`src/rtl/sr_latch_trng.sv`:
```
// SR-latch entropy source: XOR-reduced latch race bits, optional von Neumann
// debiasing, repetition-count health test and LSB-first word packing onto valid/ready.

module sr_latch (
  input  logic s_i,
  input  logic r_i,
  output logic q_o
);

  // Behavioural stand-in for the physical latch; the s=r race has no model and simply holds.
  always_latch begin
    if (s_i ^ r_i) q_o <= s_i;
  end

endmodule

module sr_latch_trng #(
  parameter int unsigned NUM_LATCHES = 8,
  parameter int unsigned WIDTH       = 8,
  parameter int unsigned DEBIAS      = 1,
  parameter int unsigned REP_LIMIT   = 16
) (
  input  logic                   clk,
  input  logic                   rst,
  input  logic                   enabled,
  input  logic                   use_ext,
  input  logic [NUM_LATCHES-1:0] ext_bits,
  output logic [WIDTH-1:0]       out_data,
  output logic                   out_valid,
  input  logic                   out_ready,
  output logic                   overrun,
  output logic                   health_fail
);

  localparam int unsigned CNT_W = (WIDTH > 1) ? $clog2(WIDTH) : 1;
  localparam int unsigned RUN_W = 8;

  logic [NUM_LATCHES-1:0] latch_q;
  logic                   latch_hold;
  logic                   latch_s;
  logic                   latch_r;

  // Hold (s=0, r=1) in reset or when disabled; otherwise race both inputs on clk.
  assign latch_hold = rst | ~enabled;
  assign latch_s    = latch_hold ? 1'b0 : clk;
  assign latch_r    = latch_hold ? 1'b1 : clk;

  for (genvar i = 0; i < NUM_LATCHES; i++) begin : g_latch
    sr_latch u_latch (
      .s_i (latch_s),
      .r_i (latch_r),
      .q_o (latch_q[i])
    );
  end

  logic raw_bit_q, raw_bit_d;
  logic raw_vld_q;

  assign raw_bit_d = ^(use_ext ? ext_bits : latch_q);

  // Stage 1: one raw bit per enabled cycle.
  always_ff @(posedge clk) begin
    if (rst) begin
      raw_bit_q <= 1'b0;
      raw_vld_q <= 1'b0;
    end else begin
      raw_vld_q <= enabled;
      if (enabled) raw_bit_q <= raw_bit_d;
    end
  end

  logic [RUN_W-1:0] run_q, run_d;
  logic             prev_q, prev_d;
  logic             seen_q, seen_d;
  logic             half_q, half_d;
  logic             half_vld_q, half_vld_d;
  logic [WIDTH-1:0] acc_q, acc_d;
  logic [CNT_W-1:0] cnt_q, cnt_d;
  logic [WIDTH-1:0] out_data_q, out_data_d;
  logic             out_valid_q, out_valid_d;
  logic             overrun_q, overrun_d;
  logic             health_fail_q, health_fail_d;
  logic             acc_en;
  logic             acc_bit;

  // Stage 2: health test, debias, packing and output handshake.
  always_comb begin
    run_d         = run_q;
    prev_d        = prev_q;
    seen_d        = seen_q;
    half_d        = half_q;
    half_vld_d    = half_vld_q;
    acc_d         = acc_q;
    cnt_d         = cnt_q;
    out_data_d    = out_data_q;
    out_valid_d   = out_valid_q;
    overrun_d     = overrun_q;
    health_fail_d = health_fail_q;
    acc_en        = 1'b0;
    acc_bit       = 1'b0;

    if (out_valid_q && out_ready) out_valid_d = 1'b0;

    if (raw_vld_q) begin
      seen_d = 1'b1;
      prev_d = raw_bit_q;
      if (!seen_q || (raw_bit_q != prev_q)) run_d = RUN_W'(1);
      else if (run_q != RUN_W'(REP_LIMIT))  run_d = run_q + RUN_W'(1);
      if (run_d == RUN_W'(REP_LIMIT)) health_fail_d = 1'b1;

      if (DEBIAS != 0) begin
        if (!half_vld_q) begin
          half_d     = raw_bit_q;
          half_vld_d = 1'b1;
        end else begin
          half_vld_d = 1'b0;
          acc_en     = half_q ^ raw_bit_q;
          acc_bit    = half_q;
        end
      end else begin
        acc_en  = 1'b1;
        acc_bit = raw_bit_q;
      end
    end

    if (acc_en && !health_fail_d) begin
      acc_d[cnt_q] = acc_bit;
      if (cnt_q == CNT_W'(WIDTH - 1)) begin
        cnt_d = '0;
        if (!out_valid_d) begin
          out_data_d  = acc_d;
          out_valid_d = 1'b1;
        end else begin
          overrun_d = 1'b1;
        end
      end else begin
        cnt_d = cnt_q + CNT_W'(1);
      end
    end

    // A tripped health test blocks output until reset.
    if (health_fail_d) begin
      out_valid_d = 1'b0;
      cnt_d       = '0;
      half_vld_d  = 1'b0;
    end
  end

  always_ff @(posedge clk) begin
    if (rst) begin
      run_q         <= '0;
      prev_q        <= 1'b0;
      seen_q        <= 1'b0;
      half_q        <= 1'b0;
      half_vld_q    <= 1'b0;
      acc_q         <= '0;
      cnt_q         <= '0;
      out_data_q    <= '0;
      out_valid_q   <= 1'b0;
      overrun_q     <= 1'b0;
      health_fail_q <= 1'b0;
    end else begin
      run_q         <= run_d;
      prev_q        <= prev_d;
      seen_q        <= seen_d;
      half_q        <= half_d;
      half_vld_q    <= half_vld_d;
      acc_q         <= acc_d;
      cnt_q         <= cnt_d;
      out_data_q    <= out_data_d;
      out_valid_q   <= out_valid_d;
      overrun_q     <= overrun_d;
      health_fail_q <= health_fail_d;
    end
  end

  assign out_data    = out_data_q;
  assign out_valid   = out_valid_q;
  assign overrun     = overrun_q;
  assign health_fail = health_fail_q;

endmodule

```
`config.mk`:
```
export PLATFORM = sky130hd
export DESIGN_NAME = sr_latch_trng
export DESIGN_NICKNAME = d
export VERILOG_FILES = /design/src/rtl/sr_latch_trng.sv
export SDC_FILE = /design/constraint.sdc
export NUM_CORES = 1
export LEC_CHECK = 0
export CORE_MARGIN = 2
export CORE_UTILIZATION = 55
export CTS_CLUSTER_SIZE = 8
export DETAILED_ROUTE_END_ITERATION = 8
export GPL_ROUTABILITY_DRIVEN = 0
export MAX_ROUTING_LAYER = met4
export PLACE_DENSITY_LB_ADDON = 0.25
export SETUP_SLACK_MARGIN = 0.05
export SYNTH_ARGS = -nofsm -noshare
export SYNTH_HDL_FRONTEND = slang
export SYNTH_SLANG_ARGS = --single-unit
export TNS_END_PERCENT = 100
```
`constraint.sdc`:
```
create_clock -name clk -period 2.5 [get_ports clk]
set_input_delay 0.5 -clock clk [delete_from_list [all_inputs] [get_ports clk]]
set_output_delay 0.5 -clock clk [all_outputs]
set_load 0.005 [all_outputs]
```
After elaboration in Yosys (flattened, before gate mapping)
Index checks and enable logic that the tools add are counted.

storage, ports and cells
  register bits = 36
  bits in latches = 1
  input bits = 13
  output and inout bits = 11
  word-level logic and storage cells = 61

cells by class
  add/sub/neg operators = 2
  magnitude comparators = 2
  equality and inequality tests = 4
  muxes and demuxes = 22
  bitwise operators = 6
  reductions and logical operators = 11

operators with widths
  cell                                                    count
  two-way mux 8 bit                                       4
  two-way mux 1 bit                                       15
  adder 8 x 1 -> 8 bit (second input constant)            1
  bitwise mux 8 bit                                       1
  equality test 8 x 5 -> 1 bit (second input constant)    1
  inequality test 8 x 5 -> 1 bit (second input constant)  1
  XOR reduction 8 bit                                     1
  AND reduction 3 bit                                     2
  < comparator 3 x 4 -> 1 bit (second input constant)     1
  adder 3 x 1 -> 3 bit (second input constant)            1
  demux 1 bit (select 3 bit)                              1
  equality test 3 bit (second input constant)             1
  >= comparator 3 x 1 -> 1 bit (second input constant)    1
  logical AND 1 bit                                       3
  two-way mux 3 bit                                       1
  inverter 1 bit                                          3
  logical NOT 1 bit                                       2
  AND reduction 2 bit                                     1
  OR reduction 2 bit                                      1
  bitwise XOR 1 bit                                       2
  logical OR 1 bit                                        1
  inequality test 1 bit                                   1
  bitwise OR 1 bit                                        1

Depth between registers and ports, before layout
  word-level depth = 10
  mapped depth = 8
  depth with buffers taken out = 8

Modules after synthesis
A second synthesis with hierarchy kept.

second synthesis, totals
  cell total of the unflattened synthesis = 248
  area total of the unflattened synthesis = 2,192.1 µm²

modules (own cells, without submodules)
  module         times used  cells each  area an instance (µm²)  seq. area each (µm²)
  sr_latch_trng  1           232         2,001.9                 720.7
  sr_latch       8           2           23.8                    0.0

==> results.cfg <==
[run_status]
status = finished, final reports clean

[logic_synthesis]
synth.net_count = 241
synth_enable_flop_cells = 0
ys_warn_count = 0
synth_top_area_share = 0.359
syn-cell-area_um2 = 2010
ys_seq_area_frac = 0.359
ys_async_sr_fraction = 0
synth_seq_cells = 36
synth_area_leader_cell = dfxtp_1
avgSynthCellArea_um2 = 8.97
yosysUniqueCellTypes = 45
synth_area_leaders = dfxtp_1 36%, mux2_2 7.8%, nor2b_1 5.3%, nor2_1 5.2%, mux2i_1 4.5%
syn_inst = 224
ys.flop_type = dfxtp_1

[floorplanning]
start_util = 0.588
die_h_um = 64.4
ios = 24
dieWidth_um = 64.4
core-area_um2 = 3420
die-area_um2 = 4150
row_count = 21

[finish]
final_nets = 272
area_delta_synth_final_pct = 23.5
drive_above_1_share = 0.215
utilization = 0.727
antenna_cells = 0

[worst_setup_path]
required_ns = 2.73
end_kind = register
r2r_cells = 10
cp_data_arrival_time_ns = 2.65
critical_path.cell_chain = inv_1 -> ha_4 -> or4b_4 -> nor3_4 -> o2111ai_2 -> a221oi_4 -> buf_12 -> nor4_4 -> buf_4 -> mux2_2
r2r_slack_ns = 0.08
critPathKind = reg2reg
crit_fanout = 6
r2r-start = run_q[1]
timing.rr.end = out_data[6]
worstSetupStartpointType = register
cp_slowest_stage_delay_ns = 0.48
critPathSlowestCell = or4b_4

[sta]
min_period_ns = 2.42
fin_skew_ns = 0.0155
relSlewSlack = 0.639
setup_viol = 0
fin_crit_sh = 0.968
worstMarginPinSlew_ns = 0.540
max_freq_ghz = 0.413
slew_viol_final = 0
hold_violations = 0
timing.final.ws_setup_ns = 0.0796

[clocking]
cts_root_buf = clkbuf_4
cts.sinks = 36
clkTransAtPathRegs_ns = 0.12
cts_buffer_depth = 2
cts_hold_buf = 0
cts_tree = done
insertion_delay_ns = 0.35
numCtsBuffers = 5
htree_levels = 2

[global_route]
grt_pass1_vias = 1595
track_usage = 0.230
globalRouteOverflowTotal = 0
antenna_found_initial = 0
grt_max_degree = 19
grt_pass1_wl_mm = 7.18

[pwr]
p_leak_nw = 0.938
power_density_nw_per_um2 = 449
irDropWorstVdd_mv = 0.336

[worst_hold_path]
holdPathEnd = overrun
hp-class = reg2reg
hold_depth = 1
hp-start = overrun

[detailed_routing]
drt-total-wl_mm = 4.33
drtAntennaViolNets = 0
drc_errors = 0
first_iter_violations = 116
dr.pass1.iters = 5
routed-via-count = 1667
vias_per_cell = 5.52
routedWlPerCell_um = 14.3

[place]
place_ws_ns = -0.0448
dpl.hpwl_mm = 2.89
io_buffer_count = 23

[run]
drv_cap = 0
where the power goes:
| group | internal, mW | switching [mW] |
|---|---|---|
| registers | 0.580 | 0.0105 |
| clock network | 0.210 | 0.200 |
| logic | 0.0588 | 0.0548 |
| total | 0.849 | 0.265 |
layout by cell type, fill, tap and decap left out, types with 4 or more instances in the layout:
cell type	Yosys	routed
xor2_1	4	4
nand2_1	13	13
clkdlybuf4s50_1	0	23
clkbuf_4	0	5
nor2b_1	17	17
xnor2_1	9	9
mux2_2	14	14
nor3_1	5	4
a21oi_1	16	16
dfxtp_1	36	33
nand3_1	8	8
mux2i_1	9	9
nor3b_1	4	4
o21ai_0	6	6
nor2_1	28	28
buf_4	1	13
logic make-up after synthesis:
logic type	count (synthesis)	synth area share
AO/OA/AOI/OAI	33	0.108
buffers and inverters	18	0.0398
flip-flops	36	0.359
multiplexers	25	0.138
adder cells (fa/ha/maj)	4	0.0249
AND/OR/NAND/NOR	95	0.274
XOR/XNOR	13	0.0567
worst max-delay path, delay by kind of cell (launching register included):
| kind | cells | cell delay (ns) |
|---|---|---|
| AOI/OAI and AO/OA | 2 | 0.40 |
| adders and majority gates | 1 | 0.15 |
| buffers and inverters | 3 | 0.46 |
| DFF | 1 | 0.36 |
| muxes | 1 | 0.27 |
| and+or+nand+nor | 3 | 0.65 |
worst max path at each step:
stage / from / endpoint / slack [ns] / cells after the start
after floorplan: run_q[0] / out_data[0] / 0.16 / 8
after global placement: run_q[0] / out_data[4] / 0.02 / 8
after detailed placement: run_q[0] / out_data[3] / -0.04 / 8
after CTS: run_q[0] / acc_q[7] / 0.04 / 8
after global routing: run_q[1] / out_data[6] / -0.0002 / 10
final: run_q[1] / out_data[6] / 0.08 / 10
cell usage after synthesis, types with 2 or more instances:
library cell,count
dfxtp_1,36
nor2_1,28
nor2b_1,17
a21oi_1,16
mux2_2,14
nand2_1,13
clkbuf_1,10
mux2i_1,9
xnor2_1,9
nand3_1,8
o21ai_0,6
nor3_1,5
ha_1,4
inv_1,4
nor3b_1,4
xor2_1,4
a211oi_1,3
nand2b_1,3
mux2_4,2
nand3b_1,2
nand4_1,2
nand4b_1,2
registers in the layout, indices dropped and copies added, names as in the netlist, 3 cells and up:
register and cells:
run_q 8, acc_q 8, out_data 8, cnt_q 3
area by class of cell:
class / count / area (um^2)
Sequential cell: 36 / 727
Clock inverter: 2 / 35.0
Fill cell: 270 / 933
Tap cell: 46 / 57.6
Multi-Input combinational cell: 171 / 1260
Clock buffer: 6 / 41.3
Timing Repair Buffer: 37 / 348
Inverter: 4 / 15.0
per-stage QoR:
stage               hold WS, ns  power, mW  cells  cell area, um^2   TNS (ns)
floorplan                 0.447      0.666    224             2010          0
global placement          0.466      0.706    290             2310          0
detailed placement        0.465      0.708    290             2310     -0.301
CTS                       0.498       1.11    300             2410          0
global route              0.530       1.16    302             2480  -0.000207
finish                    0.494       1.11    302             2480          0
layer usage:
layer	up-vias	share of wire	track usage
met3	5	0.044	0.0503
met4	0	0.014	0.0824
met5	-	0	-
li1	845	-	-
met1	781	0.45	0.274
met2	36	0.49	0.384
repair_timing:
action | 4_1_cts | 5_1_grt
pin swaps | 1 | 3
setup buffers | 2 | 1
endpoints found under the hold margin | 0 | 0
resized for setup | 0 | 12
gates cloned | 0 | 1
setup endpoints to repair | 10 | 17
Power figures use the tool's default switching activity.
